### config.mk
export PLATFORM = sky130hd
export DESIGN_NAME = msg_tx
export DESIGN_NICKNAME = d
export VERILOG_FILES = /design/src/rtl/msg_tx.sv
export SDC_FILE = /design/constraint.sdc
export NUM_CORES = 1
export LEC_CHECK = 0
export ABC_AREA = 1
export CAP_MARGIN = 0
export CORE_UTILIZATION = 55
export DETAILED_ROUTE_END_ITERATION = 7
export PLACE_DENSITY = 0.89
export SKIP_CTS_REPAIR_TIMING = 1
export SLEW_MARGIN = 10
export SYNTH_ARGS = -nofsm -noshare
export SYNTH_HDL_FRONTEND = slang
export SYNTH_SLANG_ARGS = --single-unit
### constraint.sdc
create_clock -name clock -period 2.9 [get_ports clock]
set_input_delay 0.29 -clock clock [delete_from_list [all_inputs] [get_ports clock]]
set_output_delay 0.29 -clock clock [all_outputs]
set_load 0.1 [all_outputs]
### src/rtl/msg_tx.sv
// msg_tx: frames a variable-length payload as a header beat, N data beats and a checksum tail beat.
// Latency: header one cycle after start_ack; payload beats pass straight from din to dout.
// Backpressure: ready stalls header/tail in place; in DATA, ready feeds straight back to din_ready.
//
// Ports:
//   clock, reset            sole clock; synchronous active-high reset
//   start, len, start_ack   message request, its beat count, and the one-cycle acceptance pulse
//   din, din_valid, din_ready  payload source handshake (only consumed in DATA)
//   valid, head, tail, dout, ready  link beat handshake with beat-type flags
//   msg_ip                  a message is in progress (HEAD, DATA or TAIL)
module msg_tx #(
  parameter int DATA_W = 8,
  parameter int LEN_W  = 4
) (
  input  logic              clock,
  input  logic              reset,
  input  logic              start,
  input  logic [LEN_W-1:0]  len,
  output logic              start_ack,
  input  logic [DATA_W-1:0] din,
  input  logic              din_valid,
  output logic              din_ready,
  output logic              valid,
  output logic              head,
  output logic              tail,
  output logic [DATA_W-1:0] dout,
  input  logic              ready,
  output logic              msg_ip
);

  typedef enum logic [1:0] {
    IDLE = 2'b00,
    HEAD = 2'b01,
    DATA = 2'b10,
    TAIL = 2'b11
  } state_t;

  state_t            state_q;
  logic [LEN_W-1:0]  len_q;
  logic [LEN_W-1:0]  rem_q;
  logic [DATA_W-1:0] csum_q;
  // Registered contents of the header/tail beat; zero in IDLE so dout idles at 0.
  logic [DATA_W-1:0] beat_q;
  logic              head_q;
  logic              tail_q;
  logic              msg_ip_q;

  logic [DATA_W-1:0] csum_d;
  logic [DATA_W-1:0] len_ext;
  logic              in_data;
  logic              pay_xfer;
  logic              accept;

  always_comb begin
    len_ext              = '0;
    len_ext[LEN_W-1:0]   = len;
  end

  assign in_data  = (state_q == DATA);
  assign pay_xfer = in_data & din_valid & ready;
  assign csum_d   = csum_q ^ din;

  // A new request is taken in IDLE, or on the tail transfer so that the next
  // header follows the tail with no idle cycle. Never taken during reset.
  assign accept = ~reset & start &
                  ((state_q == IDLE) | ((state_q == TAIL) & ready));

  always_ff @(posedge clock) begin
    if (reset) begin
      state_q  <= IDLE;
      len_q    <= '0;
      rem_q    <= '0;
      csum_q   <= '0;
      beat_q   <= '0;
      head_q   <= 1'b0;
      tail_q   <= 1'b0;
      msg_ip_q <= 1'b0;
    end else if (accept) begin
      state_q  <= HEAD;
      len_q    <= len;
      rem_q    <= len;
      csum_q   <= '0;
      beat_q   <= len_ext;
      head_q   <= 1'b1;
      tail_q   <= 1'b0;
      msg_ip_q <= 1'b1;
    end else begin
      case (state_q)
        IDLE: begin
          state_q <= IDLE;
        end
        HEAD: begin
          if (ready) begin
            head_q <= 1'b0;
            if (len_q != '0) begin
              state_q <= DATA;
            end else begin
              // Empty message: tail carries the (cleared) checksum.
              state_q <= TAIL;
              tail_q  <= 1'b1;
              beat_q  <= csum_q;
            end
          end
        end
        DATA: begin
          if (pay_xfer) begin
            rem_q  <= rem_q - LEN_W'(1);
            csum_q <= csum_d;
            if (rem_q == LEN_W'(1)) begin
              state_q <= TAIL;
              tail_q  <= 1'b1;
              beat_q  <= csum_d;
            end
          end
        end
        TAIL: begin
          // Tail transfer with a pending start is handled by the accept branch.
          if (ready) begin
            state_q  <= IDLE;
            tail_q   <= 1'b0;
            msg_ip_q <= 1'b0;
            beat_q   <= '0;
          end
        end
        default: begin
          state_q <= IDLE;
        end
      endcase
    end
  end

  assign start_ack = accept;
  assign din_ready = in_data & ready;
  assign valid     = head_q | tail_q | (in_data & din_valid);
  assign head      = head_q;
  assign tail      = tail_q;
  assign dout      = in_data ? din : beat_q;
  assign msg_ip    = msg_ip_q;

endmodule

==> impl_metrics.csv <==
group,metric,value,unit
setup_path,critical_path_class,"flop to output port",
logic_synthesis,synth-edff-count,0,
setup_path,crit_path_end_kind,"output port",
setup_path,critPathLaunchType,"flop",
setup_path,path_delay_family,"buffers and inverters",
hold_path,holdPathStages,2,
placed_design,io_buffers,30,
setup_path,worstPathCellList,"inv_1 -> ha_1 -> buf_4 -> nand2_1 -> o21ai_0 -> buf_4",
routing,antenna_left,0,
clock_network,clock_sinks,29,
logic_synthesis,synth-simple-area-share,36.19,%
logic_synthesis,synthFlopType,"dfxtp_1",
grt,grt_pass1_wl,6092,µm
logic_synthesis,synth-xor-area-share,3.022,%
setup_path,slowest_delay,0.52,ns
logic_synthesis,netlist_instances,265,
clock_network,ctsHtreeMaxLevel,2,
sta,layout_min_cycle_time,2.339,ns
sta,hold_viol,0,
logic_synthesis,avgSynthCellArea,6.563,µm²
final_layout,fill_cells,250,
final_layout,final_util,70.58,%
setup_path,cp.buffers_inverters,3,
pwr,p_per_area,1216,nW/µm²
routing,first_pass_iters,4,
setup_path,path_depth,6,
pwr,finalPower,2598,µW
routing,wirelength,3678,µm
sta,fmax,427.6,MHz
clock_network,cts_made_buffers,5,
grt,grt_antenna_before_repair,0,
logic_synthesis,yosysUniqueCellTypes,26,
clock_network,clockBufferDepth,2,
grt,grt_start_max_net_pins,15,
logic_synthesis,synth_compound_area_share,11.29,%
logic_synthesis,ys_ff_latch,29,
hold_path,min_path_type,"flop to flop",
floorplan,die_w,58.23,µm
setup_path,crit_required,2.61,ns
grt,grt_use_total,23.64,%
clock_network,clkSlewWorstSetupHoldPaths,0.09,ns
placed_design,place.gp.congestion,0.8280,
setup_path,crit_slowest_cell,"ha_1",
grt,grt_overflow,0,
grt,grt_pass1_vias,1414,
final_layout,final_cell_mix,"nand2_1 (87), inv_1 (31), nor2_1 (31), dfxtp_1 (29), o21ai_0 (19)",
routing,drc_errors,0,
setup_path,ff2ff_path_depth,12,
setup_path,cp.arrival,2.05,ns
sta,finalCritPeriodShare,80.65,%
setup_path,timing.critical_path.mode_cell,"buf_4",
setup_path,crit_path_max_fanout,14,
logic_synthesis,yosysWarnings,0,
logic_synthesis,synth_adder_area_share,6.475,%
logic_synthesis,synth_top_family_by_area,"simple AND/OR/NAND/NOR gates",
routing,post_drt_wl_per_cell,10.75,µm
floorplan,die_h,58.23,µm
logic_synthesis,syn-cell-area,1739,µm²
sta,setup-violations-final,0,
clock_network,insertion_delay,0.34,ns
pwr,leakagePower,0.001027,µW
floorplan,die_area,3391,µm²
final_layout,insertedDiodeCount,0,
final_layout,nets,323,
floorplan,io_pins,31,
final_layout,final_common_cell,"nand2_1",
sta,slew_violations,0,
routing,first_iter_violations,88,
sta,tightestPinTransition,0.5399,ns
routing,avgViaCountPerCell,4.898,
floorplan,rows,20,
flow_run,maxCapViolations,0,
status,status,"completed",
floorplan,coreArea,3028,µm²
logic_synthesis,post_synth_mux_area_share,0,%
sta,skew,0.008022,ns
logic_synthesis,ys_seq_area_share,33.38,%
sta,grt_setup_unrepaired,"false",
pwr,ir_worst_vdd,0.0006426,V
clock_network,root_buffer,"clkbuf_4",
routing,routed-via-count,1675,
floorplan,start_util,57.44,%
sta,max_slew_margin,64.01,%
logic_synthesis,async_reset_ff_share,0,%
clock_network,cts_tree,"built",
placed_design,hpwl,2740,µm
final_layout,syn_to_final_growth,22.88,%
logic_synthesis,syn-num-nets,291,
final_layout,layout-drive-gt1-share,12.08,%
==> cell usage after synthesis (2+ instances only) <==
library cell  instances  area [µm²]
nand2_1              87       326.6
inv_1                31       116.4
nor2_1               31       116.4
dfxtp_1              29       580.6
o21ai_0              20       100.1
nand3_1              16       80.08
ha_1                  9       112.6
a21oi_1               6       30.03
buf_2                 5       25.02
o21a_1                4       30.03
xnor2_1               4       35.03
inv_2                 3       11.26
nand2_2               3       18.77
a31oi_1               2       12.51
nand2_4               2       22.52
nor2_4                2       22.52
xor2_1                2       17.52
==> sequential cells by signal (all words and copies together), names as in the netlist <==
signal   cells
rem_q        4
state_q      2
msg_ip       1
tail         1
len_q        4
csum_q       8
beat_q       8
head         1
==> power by group <==
group / switching, µW / total, µW / internal, µW
clock: 153 / 420 / 267
sequential: 56.6 / 552 / 496
combinational: 1210 / 1630 / 411
==> cells by family after synthesis <==
group	after synthesis
AND/OR/NAND/NOR	145
buffers and inverters	41
AO/OA/AOI/OAI	35
flip-flops	29
adder cells (fa/ha/maj)	9
XOR/XNOR	6
==> final timing paths <==
kind               from         to  slack (ns)
max          state_q[0]    dout[1]        0.56
min            len_q[3]   len_q[3]        0.46
max reg2reg  state_q[0]  beat_q[0]        0.84
min reg2reg    len_q[3]   len_q[3]        0.46
==> worst min-delay path, cell delays in order, from the launching register on <==
cell and delay [ns]:
dfxtp_1 0.32, nand2_1 0.06, nand2_1 0.04
==> through the flow <==
stage / hold slack (ns) / worst slack, ns / setup TNS (ns) / std cells / cell area (µm²)
6_report: 0.4605 / 0.5611 / 0 / 342 / 2137
3_3_place_gp: 0.4344 / 0.8310 / 0 / 334 / 2034
4_1_cts: 0.4585 / 0.5450 / 0 / 342 / 2137
2_1_floorplan: 0.4195 / -0.4301 / -1.290 / 265 / 1739
3_5_place_dp: 0.4421 / 0.7751 / 0 / 334 / 2034
5_1_grt: 0.4788 / 0.4009 / 0 / 342 / 2137
==> metal layers <==
metal / track usage (%) / up-vias / wire length, µm
met5: 0 / - / 0
met4: 10.54 / 0 / 83
met3: 4.688 / 10 / 137
met2: 36.62 / 40 / 1705
met1: 31.89 / 735 / 1752
li1: - / 890 / -
==> cell type report <==
cell class | instances | area, µm² | share of cell area [%]
multi-input combinational | 195 | 991.0 | 46.37
sequential | 29 | 580.6 | 27.17
timing repair buffer | 32 | 280.3 | 13.11
inverter | 34 | 127.6 | 5.972
clock inverter | 3 | 65.06 | 3.044
tap | 44 | 55.05 | 2.576
clock buffer | 5 | 37.54 | 1.756
(Power assumes the default switching activity.)
